--- src/rtl/sat_counter.sv ---
// rtl/sat_counter.sv - up counter that sticks at all-ones, with synchronous clear
module sat_counter #(
    parameter int W = 8
) (
    input  logic         clk,
    input  logic         reset,
    input  logic         inc,
    input  logic         clr,
    output logic [W-1:0] value
);

    // Clear has priority over increment; increment stops at all-ones.
    always_ff @(posedge clk) begin
        if (!reset) begin
            value <= '0;
        end else if (clr) begin
            value <= '0;
        end else if (inc && (value != '1)) begin
            value <= value + 1'b1;
        end
    end

endmodule

--- config.mk ---
export PLATFORM = sky130hd
export DESIGN_NAME = sat_counter
export DESIGN_NICKNAME = d
export VERILOG_FILES = /design/src/rtl/sat_counter.sv
export SDC_FILE = /design/constraint.sdc
export NUM_CORES = 1
export LEC_CHECK = 0
export BUFFER_PORTS_ARGS = -buffer_cell sky130_fd_sc_hd__buf_2
export CAP_MARGIN = 30
export CORE_AREA = 2 2 39 41
export DETAILED_ROUTE_END_ITERATION = 6
export DIE_AREA = 0 0 41 43
export PLACE_DENSITY = 0.53
export SYNTH_ARGS = -nofsm -noshare
export SYNTH_HDL_FRONTEND = slang
export SYNTH_SLANG_ARGS = --single-unit
--- constraint.sdc ---
create_clock -name clk -period 3.5 [get_ports clk]
set_input_delay 0.7 -clock clk [delete_from_list [all_inputs] [get_ports clk]]
set_output_delay 0.7 -clock clk [all_outputs]
set_load 0.1 [all_outputs]
==> impl_metrics.tcl, run 1 <==
set metrics [dict create \
    root_buffer "clkbuf_4" \
    reg.largest.list "value: 8 flops" \
    clockBufferDepth 2 \
    hold_buffers 0 \
    syn2layout_area_growth_pct 23.1 \
    cp_slowest_cell "buf_2" \
    fin_tns_setup_ns 0 \
    htreeDepth 1 \
    first_pass_iters 4 \
    syn_area_um2 422 \
    r2r_cells 4 \
    synthCells 46 \
    drive_gt1_share_pct 30.0 \
    die_y_um 43 \
    power.leakage_nw 0.224 \
    max_stage_delay_ns 0.48 \
    synth_mux_area_share_pct 7.12 \
    grtUsageTotal_pct 12.6 \
    path_buf_inv 1 \
    die-area_um2 1760 \
    start_util_pct 30.5 \
    r2r_setup_slack_ns 2.18 \
    critPathArrivalTime_ns 1.21 \
    hold_viol 0 \
    post_cts_resized 0 \
    clkSlewWorstSetupHoldPaths_ns 0.06 \
    place.gp.congestion 0.783 \
    tightestPinTransition_ns 0.487 \
    placed_area_um2 497 \
    period_needed_ns 1.91 \
    netlist-cell-type-count 19 \
    synth_xor_area_share_pct 0 \
    power_density_nw_per_um2 348 \
    boundaryPins 12 \
    grt_pass1_wl_um 1460 \
    diodes 0 \
    finalSetupViolations 0 \
    fmax_mhz 524 \
    final_area_um2 519 \
    status "complete, no violations" \
    crit_cells 1 \
    r2r_start "value[0]" \
    cp_cell_sequence "buf_2" \
    clock-sinks 8 \
    die_w_um 41 \
    finalNetCount 67 \
    worstSetupStartpoint "value[4]" \
    path_max_fanout 9 \
    fin_crit_sh_pct 54.5 \
    worstSetupStartpointType "flip-flop" \
    via_per_inst 5.09 \
    rows 14 \
    ir_drop_uv 179 \
    num_vias 387 \
    synth_compound_area_share_pct 19.0 \
    ys.warnings.count 0 \
    synth_seq_area_share_pct 38.0 \
    remaining_drc_errors 0 \
    postCtsSetupBuffers 0 \
    coreArea_um2 1380 \
    dp_hpwl_um 657 \
    antenna_found_initial 0 \
    wl_per_cell_um 11.4 \
    path_class "flip-flop to output port" \
    grt_max_degree 10 \
    regMostFlops "value" \
    avgSynthCellArea_um2 9.17 \
    largest_register_ffs 8 \
    clk_latency_ns 0.26 \
    final_util_pct 37.5 \
    r2r_end "value[5]" \
    drv_cap 0 \
    slew_viol_final 0 \
    numCtsBuffers 3 \
    drtAntennaViolNets 0 \
    yosys.area_share.simple_pct 32.9 \
    synth-seq-cells 8 \
    synth_fa_ha_area_share_pct 2.97 \
    drt-initial-drc-count 5 \
    finalWirelength_um 863 \
    crit_path_end "value[4]" \
    grt_pass1_vias 326 \
    synth_top_family_by_area "simple AND/OR/NAND/NOR gates" \
    grt_overflow 0 \
    rsz0062_at_grt "no" \
    portBuffers 11 \
    cts_tree "built" \
    slew_headroom_pct 67.8 \
    cp.required_ns 2.80 \
    syn-num-nets 51 \
    end_kind "output port" \
    fin_skew_ns 0.00692 \
    min_path_type "flip-flop to flip-flop" \
    fill_cells 152 \
    crit_family "buffers and inverters" \
]
==> kinds of logic after synthesis <==
kind of cell | Yosys count
and+or+nand+nor | 22
AOI/OAI and AO/OA | 12
DFF | 8
muxes | 3
adders and majority gates | 1
==> per-stage QoR <==
stage / worst slack (ns) / cells / total power (W) / hold slack (ns)
CTS: 1.59 / 76 / 0.000185 / 0.505
global placement: 1.86 / 73 / 0.000110 / 0.505
detailed placement: 1.88 / 73 / 0.000110 / 0.495
floorplan: 1.56 / 46 / 0.000105 / 0.883
global route: 1.54 / 76 / 0.000190 / 0.543
finish: 1.59 / 76 / 0.000181 / 0.506
==> cell type report <==
type | count | area [um^2] | area share [%]
Multi-Input combinational cell | 38 | 262 | 50.4
Sequential cell | 8 | 160 | 30.8
Timing Repair Buffer | 11 | 55.1 | 10.6
Clock buffer | 3 | 22.5 | 4.34
Tap cell | 16 | 20.0 | 3.86
==> worst min-delay path by stage <==
stage              from       end  slack (ns)  depth (start not counted)
2_1_floorplan     reset  value[7]        0.88                          2
5_1_grt        value[1]  value[1]        0.54                          2
6_report       value[1]  value[1]        0.51                          2
3_3_place_gp   value[1]  value[1]        0.50                          2
4_1_cts        value[1]  value[1]        0.51                          2
3_5_place_dp   value[1]  value[1]        0.49                          2
==> power by group <==
part	total [W]	switching (W)	internal (W)
clock network	0.0000733	0.0000339	0.0000394
logic	0.0000147	0.0000103	0.00000435
registers	0.0000929	0.00000102	0.0000919
total	0.000181	0.0000452	0.000136
==> routing by layer <==
layer | track usage, % | vias to the layer above | wire length [um]
met2 | 15.9 | 14 | 351
li1 | - | 203 | -
met4 | 4.00 | 0 | 10
met5 | 0 | - | 0
met3 | 7.85 | 3 | 70
met1 | 17.0 | 167 | 429
==> Yosys cell counts <==
cell type	instances	area [um^2]
dfxtp_1	8	160
a21oi_1	5	25.0
nand2_1	5	18.8
and4_1	4	35.0
mux2i_1	3	30.0
nand2b_1	3	18.8
nor2b_1	3	18.8
a31oi_1	2	12.5
nor3_1	2	10.0
o21ai_0	2	10.0
a211oi_2	1	12.5
a21boi_2	1	11.3
a311oi_1	1	8.76
and3_1	1	6.26
and4_4	1	11.3
ha_1	1	12.5
nand3_1	1	5.00
nand4_1	1	6.26
nor2b_2	1	8.76
==> cell usage in the layout, fill, tap and decap left out, types with 3 or more instances in the layout <==
| master | netlist | final |
|---|---|---|
| nand2_1 | 5 | 5 |
| a21oi_1 | 5 | 5 |
| and4_1 | 4 | 4 |
| mux2i_1 | 3 | 3 |
| dfxtp_1 | 8 | 8 |
| nand2b_1 | 3 | 3 |
| nor2b_1 | 3 | 3 |
| clkbuf_4 | 0 | 3 |
| buf_2 | 0 | 11 |
Note: power is estimated with default switching activity, not from simulation.
==> run 2: changes to the inputs <==
- ABC_AREA: unset -> 1
- PLACE_DENSITY: 0.53 -> 0.58
- clock period: 3.5 -> 1.6 ns (I/O delays scaled with it)
==> run 2 against run 1 <==
Worst setup slack got worse by 1.4 ns. Clock power rose by 120%. Critical endpoint is now value[2]. Routed wire length rose by 10%. Largest power group unchanged. Synthesized area rose by 9.8%. Sequential power rose by 120%. Sequential share of layout area fell by 1.0 points. Clock skew fell by 0.0029 ns. Synthesized cell count rose by 57%. Via count rose by 23%. Total power rose by 120%. Die area did not move.
==> impl_metrics.tcl, run 2 <==
set metrics [dict create \
    synth_largest_area_cell "dfxtp_1" \
    period_needed_ns 1.41 \
    path_max_fanout 6 \
    rsz0062_at_grt "no" \
    dp_cells 99 \
    finalNetCount 93 \
    drtAntennaViolNets 0 \
    power_density_nw_per_um2 708 \
    grt_pass1_vias 404 \
    finalNonFillerCells 102 \
    cts_tree "built" \
    cp.required_ns 1.28 \
    finalWirelength_um 953 \
    finalSetupViolations 0 \
    synthCells 72 \
    boundaryPins 12 \
    synth_seq_area_share_pct 34.6 \
    netlist-cell-type-count 18 \
    grt_max_degree 11 \
    via_per_inst 4.67 \
    layout_commonest_cell "nand2_1" \
    synth-edff-count 0 \
    hold_buffers 0 \
    dp_hpwl_um 727 \
    rows 14 \
    crit_family "buffers and inverters" \
    worstSetupStartpointType "flip-flop" \
    path_buf_inv 1 \
    first_pass_iters 4 \
    start_util_pct 33.5 \
    syn2layout_area_growth_pct 23.2 \
    num_vias 476 \
    yosysMostFrequentCell "nand2_1" \
    yosysTopAreaCellShare_pct 34.6 \
    fin_crit_sh_pct 87.9 \
    drt-initial-drc-count 6 \
    critPathArrivalTime_ns 1.09 \
    fmax_mhz 711 \
    cp_cell_sequence "buf_2" \
    status "complete, no violations" \
    cp_slowest_cell "buf_2" \
    tightestPinTransition_ns 0.484 \
    final_cell_mix "17 x nand2_1, 13 x nor2_1, 11 x buf_2" \
    root_buffer "clkbuf_4" \
    placed_area_um2 548 \
    avgSynthCellArea_um2 6.43 \
    path_class "flip-flop to output port" \
    max_stage_delay_ns 0.44 \
    antenna_found_initial 0 \
    hold_viol 0 \
    ir_drop_uv 359 \
    fin_skew_ns 0.00405 \
    fill_cells 154 \
    synthFlopType "dfxtp_1" \
    power.leakage_nw 0.284 \
    slew_headroom_pct 67.9 \
    htreeDepth 1 \
    wl_per_cell_um 9.34 \
    syn_area_um2 463 \
    remaining_drc_errors 0 \
    drv_cap 0 \
    synthTopCellsByArea "dfxtp_1 35%, nand2_1 14%, nor2_1 11%" \
    clk_latency_ns 0.25 \
    synth-seq-cells 8 \
    die_y_um 43 \
    end_kind "output port" \
    coreArea_um2 1380 \
    clkSlewWorstSetupHoldPaths_ns 0.06 \
    clockBufferDepth 2 \
    largest_register_ffs 8 \
    ys.warnings.count 0 \
    post_cts_resized 0 \
    clock-sinks 8 \
    grt_overflow 0 \
    ys_async_sr_fraction_pct 0 \
    die_w_um 41 \
    grt_pass1_wl_um 1590 \
    regMostFlops "value" \
    finalPower_w 0.000404 \
    slew_viol_final 0 \
    grtUsageTotal_pct 13.6 \
    postCtsSetupBuffers 0 \
    drive_gt1_share_pct 33.7 \
    reg.largest.list "value: 8 flops" \
    final_area_um2 571 \
    synth.top_cells.by_count "17 x nand2_1, 13 x nor2_1, 8 x dfxtp_1, 8 x inv_1, 6 x a21oi_1" \
    min_path_type "primary input to flip-flop" \
    portBuffers 11 \
    numCtsBuffers 3 \
    die-area_um2 1760 \
    syn-num-nets 77 \
    diodes 0 \
    place.gp.congestion 0.684 \
]
==> run 2: area by class of cell <==
type / count / area [um^2] / area share [%]
Timing Repair Buffer: 12 / 62.6 / 11.0
Tap cell: 16 / 20.0 / 3.51
Sequential cell: 8 / 170 / 29.8
Clock buffer: 3 / 22.5 / 3.95
Inverter: 10 / 37.5 / 6.58
Multi-Input combinational cell: 53 / 258 / 45.2
==> run 2: power breakdown <==
part	leakage [nW]	switching, W	internal (W)
logic	0.202	0.0000305	0.0000115
registers	0.0686	0.00000243	0.000202
clock network	0.0138	0.0000718	0.0000861
total	0.284	0.000105	0.000299
==> run 2: kinds of logic (layout without fill, tap and decap cells) <==
family	Yosys count	in the layout	synth area share (%)
compound gates	8	8	8.65
fa+ha+maj	1	1	2.70
buf+inv	11	25	9.73
flops	8	8	34.6
simple gates	44	44	44.3
==> run 2: path summary, 6_finish.rpt <==
path,startpoint,to,slack [ns],cells past startpoint
worst min register to register,value[1],value[1],0.51,2
worst min-delay path,clr,value[2],0.31,4
worst max-delay path,value[2],value[2],0.19,1
worst max register to register,value[0],value[6],0.38,8
==> run 2: metal layers <==
layer	vias to the layer above	part of all wire [%]	wire length [um]	global-route usage [%]
li1	255	-	-	-
met1	209	51	485	17.2
met2	10	42	397	19.1
met3	2	6.0	57	3.14
met4	0	1.3	12	10.0
met5	-	0	0	0
==> run 2: through the flow <==
stage          utilization, %  setup TNS (ns)  hold slack [ns]  setup WS [ns]
2_1_floorplan               -        -0.00718            0.468       -0.00718
3_3_place_gp             39.6               0            0.487          0.420
3_5_place_dp             39.6               0            0.495          0.376
4_1_cts                  41.2               0            0.299          0.185
5_1_grt                  41.2               0            0.329          0.158
6_report                 41.2               0            0.313          0.193
